==> config.mk <==
export PLATFORM = sky130hd
export DESIGN_NAME = multicycle_control
export DESIGN_NICKNAME = d
export VERILOG_FILES = /design/src/rtl/mc_pkg.sv /design/src/rtl/ins_class_decode.sv /design/src/rtl/multicycle_control.sv
export SDC_FILE = /design/constraint.sdc
export NUM_CORES = 1
export LEC_CHECK = 0
export ABC_AREA = 1
export ABC_CLOCK_PERIOD_IN_PS = 2830
export BUFFER_PORTS_ARGS = -buffer_cell sky130_fd_sc_hd__buf_2
export CORE_MARGIN = 4
export CORE_UTILIZATION = 30
export CTS_CLUSTER_DIAMETER = 80
export DETAILED_ROUTE_END_ITERATION = 12
export GPL_TIMING_DRIVEN = 0
export PLACE_DENSITY_LB_ADDON = 0.12
export SLEW_MARGIN = 25
export SYNTH_ARGS = -nofsm -noshare
export SYNTH_HDL_FRONTEND = slang
export SYNTH_HIERARCHICAL = 1
export SYNTH_SLANG_ARGS = --single-unit
==> constraint.sdc <==
create_clock -name clk -period 2.83 [get_ports clk]
set_input_delay 0.4245 -clock clk [delete_from_list [all_inputs] [get_ports clk]]
set_output_delay 0.4245 -clock clk [all_outputs]
set_load 0.02 [all_outputs]
==> src/rtl/mc_pkg.sv <==
// ---------------------------------------------------------------------------
// mc_pkg
// Shared types and encodings for the multi-cycle MIPS control path:
// FSM state encoding, instruction classes, opcode/funct constants, ALU
// operation and PC-source encodings. No ports (package).
// ---------------------------------------------------------------------------
package mc_pkg;

    typedef enum logic [2:0] {
        FETCH  = 3'd0,
        DECODE = 3'd1,
        EXEC   = 3'd2,
        MEM    = 3'd3,
        WB     = 3'd4,
        HALT   = 3'd5
    } state_t;

    typedef enum logic [2:0] {
        CLS_RTYPE   = 3'd0,
        CLS_ADDI    = 3'd1,
        CLS_LW      = 3'd2,
        CLS_SW      = 3'd3,
        CLS_BEQ     = 3'd4,
        CLS_J       = 3'd5,
        CLS_ILLEGAL = 3'd6
    } ins_class_t;

    localparam logic [5:0] OP_RTYPE = 6'h00;
    localparam logic [5:0] OP_ADDI  = 6'h08;
    localparam logic [5:0] OP_LW    = 6'h23;
    localparam logic [5:0] OP_SW    = 6'h2B;
    localparam logic [5:0] OP_BEQ   = 6'h04;
    localparam logic [5:0] OP_J     = 6'h02;

    localparam logic [5:0] FN_ADD = 6'h20;
    localparam logic [5:0] FN_SUB = 6'h22;
    localparam logic [5:0] FN_AND = 6'h24;
    localparam logic [5:0] FN_OR  = 6'h25;
    localparam logic [5:0] FN_SLT = 6'h2A;

    localparam logic [2:0] ALU_ADD = 3'd0;
    localparam logic [2:0] ALU_SUB = 3'd1;
    localparam logic [2:0] ALU_AND = 3'd2;
    localparam logic [2:0] ALU_OR  = 3'd3;
    localparam logic [2:0] ALU_SLT = 3'd4;

    localparam logic [1:0] PC_PLUS4  = 2'd0;
    localparam logic [1:0] PC_BRANCH = 2'd1;
    localparam logic [1:0] PC_JUMP   = 2'd2;

    // Wide enough for the largest legal memory timeout (255).
    localparam int TMO_W = 8;

endpackage

==> src/rtl/ins_class_decode.sv <==
// ---------------------------------------------------------------------------
// ins_class_decode
// Purely combinational instruction classifier, shared with the single-cycle
// decoder. Maps an instruction word to its class and the ALU operation it
// needs in the execute step.
//   ir        in  32  instruction word
//   ins_class out  3  RTYPE/ADDI/LW/SW/BEQ/J/ILLEGAL
//   alu_op    out  3  ADD/SUB/AND/OR/SLT
// ---------------------------------------------------------------------------
module ins_class_decode
    import mc_pkg::*;
(
    input  logic [31:0] ir,
    output ins_class_t  ins_class,
    output logic [2:0]  alu_op
);

    logic [5:0] opcode;
    logic [5:0] funct;
    logic       unused_ir_fields;

    assign opcode = ir[31:26];
    assign funct  = ir[5:0];
    // Register and immediate fields only matter to the datapath.
    assign unused_ir_fields = ^ir[25:6];

    always_comb begin
        ins_class = CLS_ILLEGAL;
        alu_op    = ALU_ADD;
        case (opcode)
            OP_RTYPE: begin
                case (funct)
                    FN_ADD: begin ins_class = CLS_RTYPE; alu_op = ALU_ADD; end
                    FN_SUB: begin ins_class = CLS_RTYPE; alu_op = ALU_SUB; end
                    FN_AND: begin ins_class = CLS_RTYPE; alu_op = ALU_AND; end
                    FN_OR:  begin ins_class = CLS_RTYPE; alu_op = ALU_OR;  end
                    FN_SLT: begin ins_class = CLS_RTYPE; alu_op = ALU_SLT; end
                    default: ;
                endcase
            end
            OP_ADDI: ins_class = CLS_ADDI;
            OP_LW:   ins_class = CLS_LW;
            OP_SW:   ins_class = CLS_SW;
            OP_BEQ:  begin ins_class = CLS_BEQ; alu_op = ALU_SUB; end
            OP_J:    ins_class = CLS_J;
            default: ;
        endcase
    end

endmodule

==> src/rtl/multicycle_control.sv <==
// ---------------------------------------------------------------------------
// multicycle_control
// Multi-cycle MIPS control FSM: FETCH/DECODE/EXEC/MEM/WB with a HALT sink.
// Handles memory request/ready handshakes with a timeout, flags illegal
// instructions, and keeps retired-instruction and cycle counters.
//   clk, clr_n       clock (rising) and async active-low reset
//   ir               latched instruction register
//   alu_zero         ALU zero flag (used in EXEC for beq)
//   mem_ready        memory completes the current request this cycle
//   mem_req/mem_we   memory request and store qualifier
//   ir_we, pc_we, pc_src, alu_src_b, alu_op, reg_we, reg_dst, mem_to_reg
//                    datapath strobes (combinational from state/ir/inputs)
//   illegal, bus_err one-cycle event pulses
//   halted, state    status / debug
//   retired, cycles  CNT_W-bit wrapping counters
// ---------------------------------------------------------------------------
module multicycle_control
    import mc_pkg::*;
#(
    parameter int CNT_W           = 32,
    parameter int MEM_TIMEOUT     = 16,
    parameter bit HALT_ON_ILLEGAL = 1'b0
) (
    input  logic             clk,
    input  logic             clr_n,
    input  logic [31:0]      ir,
    input  logic             alu_zero,
    input  logic             mem_ready,
    output logic             mem_req,
    output logic             mem_we,
    output logic             ir_we,
    output logic             pc_we,
    output logic [1:0]       pc_src,
    output logic             alu_src_b,
    output logic [2:0]       alu_op,
    output logic             reg_we,
    output logic             reg_dst,
    output logic             mem_to_reg,
    output logic             illegal,
    output logic             bus_err,
    output logic             halted,
    output logic [2:0]       state,
    output logic [CNT_W-1:0] retired,
    output logic [CNT_W-1:0] cycles
);

    state_t           state_q;
    state_t           state_d;
    logic [TMO_W-1:0] tmo_q;
    logic             tmo_hit;
    logic             waiting;
    logic             retire;
    ins_class_t       ins_class;
    logic [2:0]       dec_alu_op;

    ins_class_decode u_dec (
        .ir        (ir),
        .ins_class (ins_class),
        .alu_op    (dec_alu_op)
    );

    assign state   = state_q;
    assign waiting = ((state_q == FETCH) || (state_q == MEM)) && !mem_ready;
    // Last permitted wait cycle; mem_ready in this same cycle still completes.
    assign tmo_hit = (tmo_q == TMO_W'(MEM_TIMEOUT - 1));

    always_comb begin
        state_d    = state_q;
        retire     = 1'b0;
        mem_req    = 1'b0;
        mem_we     = 1'b0;
        ir_we      = 1'b0;
        pc_we      = 1'b0;
        pc_src     = PC_PLUS4;
        alu_src_b  = 1'b0;
        alu_op     = ALU_ADD;
        reg_we     = 1'b0;
        reg_dst    = 1'b0;
        mem_to_reg = 1'b0;
        illegal    = 1'b0;
        bus_err    = 1'b0;
        halted     = 1'b0;

        case (state_q)
            FETCH: begin
                if (mem_ready) begin
                    mem_req = 1'b1;
                    ir_we   = 1'b1;
                    pc_we   = 1'b1;
                    state_d = DECODE;
                end else if (tmo_hit) begin
                    bus_err = 1'b1;
                    state_d = HALT;
                end else begin
                    mem_req = 1'b1;
                end
            end
            DECODE: begin
                case (ins_class)
                    CLS_J: begin
                        pc_we   = 1'b1;
                        pc_src  = PC_JUMP;
                        retire  = 1'b1;
                        state_d = FETCH;
                    end
                    CLS_ILLEGAL: begin
                        illegal = 1'b1;
                        state_d = HALT_ON_ILLEGAL ? HALT : FETCH;
                    end
                    default: state_d = EXEC;
                endcase
            end
            EXEC: begin
                alu_op = dec_alu_op;
                case (ins_class)
                    CLS_RTYPE: state_d = WB;
                    CLS_ADDI: begin alu_src_b = 1'b1; state_d = WB; end
                    CLS_LW, CLS_SW: begin alu_src_b = 1'b1; state_d = MEM; end
                    CLS_BEQ: begin
                        pc_src  = PC_BRANCH;
                        pc_we   = alu_zero;
                        retire  = 1'b1;
                        state_d = FETCH;
                    end
                    default: state_d = FETCH;
                endcase
            end
            MEM: begin
                if (mem_ready) begin
                    mem_req = 1'b1;
                    mem_we  = (ins_class == CLS_SW);
                    if (ins_class == CLS_SW) begin
                        retire  = 1'b1;
                        state_d = FETCH;
                    end else begin
                        state_d = WB;
                    end
                end else if (tmo_hit) begin
                    bus_err = 1'b1;
                    state_d = HALT;
                end else begin
                    mem_req = 1'b1;
                    mem_we  = (ins_class == CLS_SW);
                end
            end
            WB: begin
                reg_we     = 1'b1;
                reg_dst    = (ins_class == CLS_RTYPE);
                mem_to_reg = (ins_class == CLS_LW);
                retire     = 1'b1;
                state_d    = FETCH;
            end
            HALT:    halted = 1'b1;
            default: state_d = FETCH;
        endcase

        // Strobes drop the instant reset asserts so no pending write lands.
        if (!clr_n) begin
            mem_req    = 1'b0;
            mem_we     = 1'b0;
            ir_we      = 1'b0;
            pc_we      = 1'b0;
            pc_src     = PC_PLUS4;
            alu_src_b  = 1'b0;
            alu_op     = ALU_ADD;
            reg_we     = 1'b0;
            reg_dst    = 1'b0;
            mem_to_reg = 1'b0;
            illegal    = 1'b0;
            bus_err    = 1'b0;
            halted     = 1'b0;
        end
    end

    always_ff @(posedge clk or negedge clr_n) begin
        if (!clr_n) begin
            state_q <= FETCH;
            tmo_q   <= '0;
            retired <= '0;
            cycles  <= '0;
        end else begin
            state_q <= state_d;
            cycles  <= cycles + CNT_W'(1);
            if (retire) retired <= retired + CNT_W'(1);
            if (state_d != state_q) tmo_q <= '0;
            else if (waiting)       tmo_q <= tmo_q + TMO_W'(1);
        end
    end

endmodule

# After elaboration in Yosys (flattened, before gate mapping)
# Cells that the tools add are included.
# W data, S select, Z words.
# totals
output_inout_bits,83
ff_bits,75
word_cells,99
inputBits,36
# classes
n_mux,56
eq_ne,23
n_reduce_logical,13
addsub,3
# ops
op,n
$add A32 B1 Y32 const B,2
$eq A6 B6 Y1 const B,7
$mux W1,36
$mux W3,7
$pmux W3 S6,1
$mux W8,2
$eq A3 B3 Y1 const B,5
$pmux W3 S5,1
$eq A3 B2 Y1 const B,4
$pmux W3 S2,2
$pmux W3 S4,1
$add A8 B1 Y8 const B,1
$eq A8 B4 Y1 const B,1
$reduce_or A2 Y1,4
$eq A3 B1 Y1 const B,2
$eq A6 B2 Y1 const B,1
$eq A6 B3 Y1 const B,1
$eq A6 B4 Y1 const B,1
$logic_not A3 Y1,2
$logic_not A6 Y1,1
$mux W2,3
$reduce_or A5 Y1,1
$pmux W1 S4,1
$pmux W2 S2,1
other kinds (7),7

# Longest topological paths before layout
# logic_depth
depth_word,10
ltp_mapped,15
depth_no_buf,15

# Hierarchy
# The synthesis kept the hierarchy.
# by_module_without_submodules
module,instances,area_each_um2,seq_area_each_um2,cells_each
multicycle_control,1,4436.8,1876.8,592
ins_class_decode,1,214.0,0.0,40

# Worst setup path after synthesis
# Ideal clock, no wire load.
# synth_path
kind,input to output
from,input port ir[5]
to,output port mem_we
path_slack_ns,0.570
t_arrival_ns,1.836
n_path_buf,0
path_stages,8
required_ns,2.406
cell_sequence,inv_1 -> nor2_2 -> nand4_1 -> nand2_2 -> o21ai_2 -> inv_1 -> nand3_1 -> nor4_1
# synth_via
elab_chain_len,9
word_cells_on_any_way,13
cone_classes,eq/ne (6); mux (6); reduce/logical (1)
# synth_lines
item,line_no,source
from (decl),multicycle_control.sv:26,"input logic [31:0] ir,"
$eq A6 B6 Y1,ins_class_decode.sv:32,case (funct)
$reduce_or A5 Y1 (no line) (*),n/a,
$mux W3 (*),ins_class_decode.sv:32,
$pmux W3 S6 (*),ins_class_decode.sv:30,case (opcode)
net ins_class[2],multicycle_control.sv:53,ins_class_t ins_class;
$eq A3 B2 Y1 (*),"multicycle_control.sv:131, multicycle_control.sv:143",
$mux W1,multicycle_control.sv:138,end else if (tmo_hit) begin
$mux W1 (*),multicycle_control.sv:129,if (mem_ready) begin
$mux W1 (*),multicycle_control.sv:84,case (state_q)
$mux W1 (*),multicycle_control.sv:158,if (!clr_n) begin
to (decl),multicycle_control.sv:30,"output logic mem_we,"
# Mark *: on every way through the listed nets, which the timed path passes. The rest lies on a longest branch.

# Final worst setup path
# layout_path
from,input port ir[1]
to,output port pc_we
# layout_via
elab_chain_len,8
word_cells_on_any_way,14
cone_classes,eq/ne (7); mux (6); reduce/logical (1)
# layout_lines
item,line_no,source
$eq A6 B6 Y1,ins_class_decode.sv:32,
$reduce_or A5 Y1 (no line) (*),n/a,
$mux W3 (*),ins_class_decode.sv:32,
$pmux W3 S6 (*),ins_class_decode.sv:30,
net ins_class[1],multicycle_control.sv:53,
"$eq A3 B3 Y1, on equally long branches","multicycle_control.sv:115, multicycle_control.sv:99",
"$mux W1, on equally long branches","multicycle_control.sv:115, multicycle_control.sv:99",
$pmux W1 S3 (*),multicycle_control.sv:84,
$mux W1 (*),multicycle_control.sv:158,
to (decl),multicycle_control.sv:32,"output logic pc_we,"
# Marked as above.

==> implementation parameters <==
Parameter                              Value

Setup path
  Critical Setup Path Class ... input port to output port
  Reg2Reg Setup Slack ... roughly 0.95 ns
  Termination of the worst setup path ... pc_we
  Critical path endpoint category ... output port
  Cell at the slowest stage of the critical path ... nor3_2
  Worst path arrival time ... roughly 2.0 ns
  Setup crit start ... ir[1]
  Number of logic stages on the critical path including buffering ... 12
  Worst R2R Path Depth ... 8
  Required time of the worst setup path ... 2.41 ns
  Maximum cell stage delay along the critical path ... 0.23 ns
  FF-to-FF Start ... retired[0]
  Critical path startpoint category ... input port
  Worst path top cell family by delay ... simple AND/OR/NAND/NOR gates
  CP Max Fanout ... 4
  Ordered list of cells on the worst path ... buf_2 > inv_1 > nor2_1 > nand3_1 > nand2_2 > o21ai_2 > inv_1 > nand2_1 > nor3_2 > a21oi_1 > a21oi_1 > buf_2
  Worst Path Buf+Inv ... 4
  End of the worst register-to-register path ... retired[30]

Power
  Power density over the cells ... 591 nW/um^2
  Switching Power ... around 1200 uW
  Fraction of power consumed by sequential logic ... 0.382
  Leakage power of the design ... about 0.0027 uW
  Share of power burned in the clock network ... 0.374
  Combinational share of power ... 0.245
  Int Power ... 2230 uW
  Net Sw Frac ... 0.341
  Maximum vdd ir drop ... roughly 0.28 mV

Detailed routing
  Total detailed-routing wirelength ... 12,800 um
  Final routed DRC violation total ... 0
  DR vias ... 4,345
  Violation count after the first detailed-routing iteration ... 211
  Length of the first detailed-routing pass in iterations ... 4
  Number of nets with antenna violations after routing ... 0
  Met3 routed wirelength ... 656 um
  Post-detailed-route via-to-cell ratio ... 4.65
  Routed met2 length ... between 6000 and 7000 um
  Top Layer Used ... met4
  Final routed wire length divided by cell count ... 13.7 um
  Length of routed wiring on met1 ... 5880 um

Floorplan
  IO Pins ... roughly 120
  Vertical extent of the die ... 133 um
  Floorplan core area ... about 15,000 sq um
  Initial cell density of the core ... 0.306
  Site Rows ... 45
  Overall die area ... approximately 18,000 sq um
  Die X-Extent ... around 130 um

GRT
  Number of antenna violations at the first check in global routing ... 0
  Global Route Usage Sum ... 0.148
  Final global-route overflow total ... 0
  Pin count of the biggest net entering global routing ... 46
  Number of global-route vias before repair ... between 4,000 and 5,000
  Wire length of the first global-routing pass ... 21,400 um

Layout
  Nets ... roughly 780
  Fin cells ... a little over 900
  Layout-stage area growth over the synthesis result ... 23.3%
  Core occupancy in the finished layout ... 0.377
  Antenna diode count ... 0
  Summed area of non-filler cells in the final layout ... 5730 sq um
  Share of cells above drive strength 1 ... 0.209

Timing
  Slew @ Worst Pin ... approximately 0.56 ns
  F_max ... between 400 and 500 MHz
  Shortest period the worst path allows ... between 2 and 2.5 ns
  Worst slew margin ... 0.627
  Hold Violations, Final ... 0
  Setup repair after global routing missed its margin ... no
  Number of setup violations in the final report ... 0
  Post-route worst hold slack ... 0.0542 ns
  Final clock period utilization by the worst path ... 0.847
  Worst clock skew ... 0.00520 ns
  Worst path setup slack after routing ... 0.434 ns
  Final slew viol count ... 0

Placed design
  Post-place instance area ... 5410 sq um
  Setup slack at placement ... 0.354 ns
  Weighted congestion reported at the end of routability-driven placement ... 0.866
  Placed Cells ... 919
  Half-perimeter wire length after placement ... around 10000 um
  Quantity of I/O buffers inserted on ports ... just under 100

CTS
  Number of clock sinks ... between 70 and 80
  Gates resized, CTS repair ... 0
  Clock tree buffer depth ... 2
  Clock tree from TritonCTS ... done
  Clock tree root buffer cell ... clkbuf_16
  Hold buffer count at CTS ... 0
  Clock transition at the registers of the reported paths ... ~0.060 ns
  Clock Latency Late Sink ... between 0.3 and 0.4 ns
  Setup Fix Bufs, Post-CTS ... 0
  Total clock buffers created by CTS ... 9
  Number of levels in the clock H-tree ... 3

Synth
  Post-synthesis instance area ... between 4000 and 5000 sq um
  Cell count after synthesis ... 632
  Number of different library cells in the post-synthesis netlist ... 31
  Yosys warnings ... 6
  Number of flops mapped to enable cells by yosys ... 0
  Proportion of synthesized chip area in sequential cells ... 0.404
  Synth Register Bits ... 75
  Post-Syn Area per Cell ... 7.36 sq um
  Asr flop ratio synth ... 1.00
  Most common flop cell mapped by yosys ... dfrtp_1
  Total nets after synthesis ... approximately 670

Run
  Count of max-cap constraint violations ... 0

Run status
  Run status ... finished, final reports clean

Worst hold path
  Worst min-delay path category ... input port to asynchronous set/reset pin
[worst reg2reg max path, cell delays in order, from the launching register on]
cell and delay (ns):
dfrtp_1 0.44, ha_1 0.27, nand3_1 0.21, nor3_1 0.52, nand2_1 0.11, nand2_1 0.07, nand2_1 0.05, nand2_1 0.05
nand2_1 0.05
[cell usage after synthesis, types with 3 or more instances]
cell | instances | share of area
a21oi_1 | 3 | 0.0032
dfrtp_1 | 75 | 0.40
ha_1 | 3 | 0.0081
inv_1 | 65 | 0.052
inv_2 | 3 | 0.0024
nand2_1 | 183 | 0.15
nand2_2 | 10 | 0.013
nand3_1 | 33 | 0.036
nand3_2 | 6 | 0.013
nand3b_1 | 3 | 0.0048
nand4_1 | 18 | 0.024
nor2_1 | 93 | 0.075
nor2_2 | 8 | 0.011
nor2_4 | 3 | 0.0073
nor3_1 | 36 | 0.039
nor4_1 | 5 | 0.0067
o21ai_0 | 10 | 0.011
xnor2_1 | 15 | 0.028
xor2_1 | 43 | 0.081
[routing by layer]
layer | vias up | GRT usage
met5 | - | 0
met4 | 0 | 0.0410
met3 | 16 | 0.0433
li1 | 2224 | -
met2 | 88 | 0.244
met1 | 2017 | 0.191
[power groups by stage]
| stage | combinational [uW] | clock [uW] | sequential [uW] |
|---|---|---|---|
| after CTS | 845 | 1300 | 1290 |
| final | 828 | 1270 | 1290 |
| after detailed placement | 841 | 0 | 1310 |
| after floorplan | 445 | 0 | 1400 |
| after global routing | 925 | 1340 | 1320 |
| after global placement | 827 | 0 | 1310 |
[cells by family (layout without fill, tap and decap cells)]
family,after synthesis,in the layout,share of synthesized area
buf+inv,73,187,0.0627
fa+ha+maj,3,3,0.00807
compound gates,20,20,0.0266
flops,75,75,0.404
simple gates,402,402,0.386
xor+xnor,59,59,0.113
[layout make-up]
type	instances	area [sq um]
fillers	1657	9470
multi-input cells	484	2480
flip-flops and latches	75	1880
repair buffers	99	520
inverters	69	259
clock buffers	11	253
well taps	188	235
clock inverters	4	73.8
plain buffers	4	32.5
[stage by stage]
| step | power, uW | setup TNS (ns) |
|---|---|---|
| after CTS | 3440 | 0 |
| after global placement | 2140 | -6.88 |
| after global routing | 3580 | 0 |
| final | 3390 | 0 |
| after detailed placement | 2150 | 0 |
| after floorplan | 1840 | 0 |
[worst min-delay path by stage]
stage	start	endpoint	slack [ns]	cells past startpoint
2_1_floorplan	clr_n	cycles[0]	0.13	0
3_3_place_gp	cycles[31]	cycles[31]	0.46	1
3_5_place_dp	clr_n	retired[31]	0.42	1
4_1_cts	clr_n	state[2]	0.06	1
5_1_grt	clr_n	state[2]	0.08	1
6_report	clr_n	retired[31]	0.05	1
[layout by cell type, fill, tap and decap left out, drive strengths merged]
master  instances
a21oi           4
buf           103
bufinv          2
clkbuf         11
clkinv          3
dfrtp          75
ha              3
inv            68
nand2         195
nand3          39
nand3b          3
nand4          18
nor2          104
nor3           38
nor4            5
o21a            1
o21ai          14
o21bai          1
xnor2          16
xor2           43
[state kept, by name, summed over array words and instances, names as in the netlist]
register  count
cycles       32
retired      32
tmo_q         8
state         3
Power figures use the tool's default switching activity.
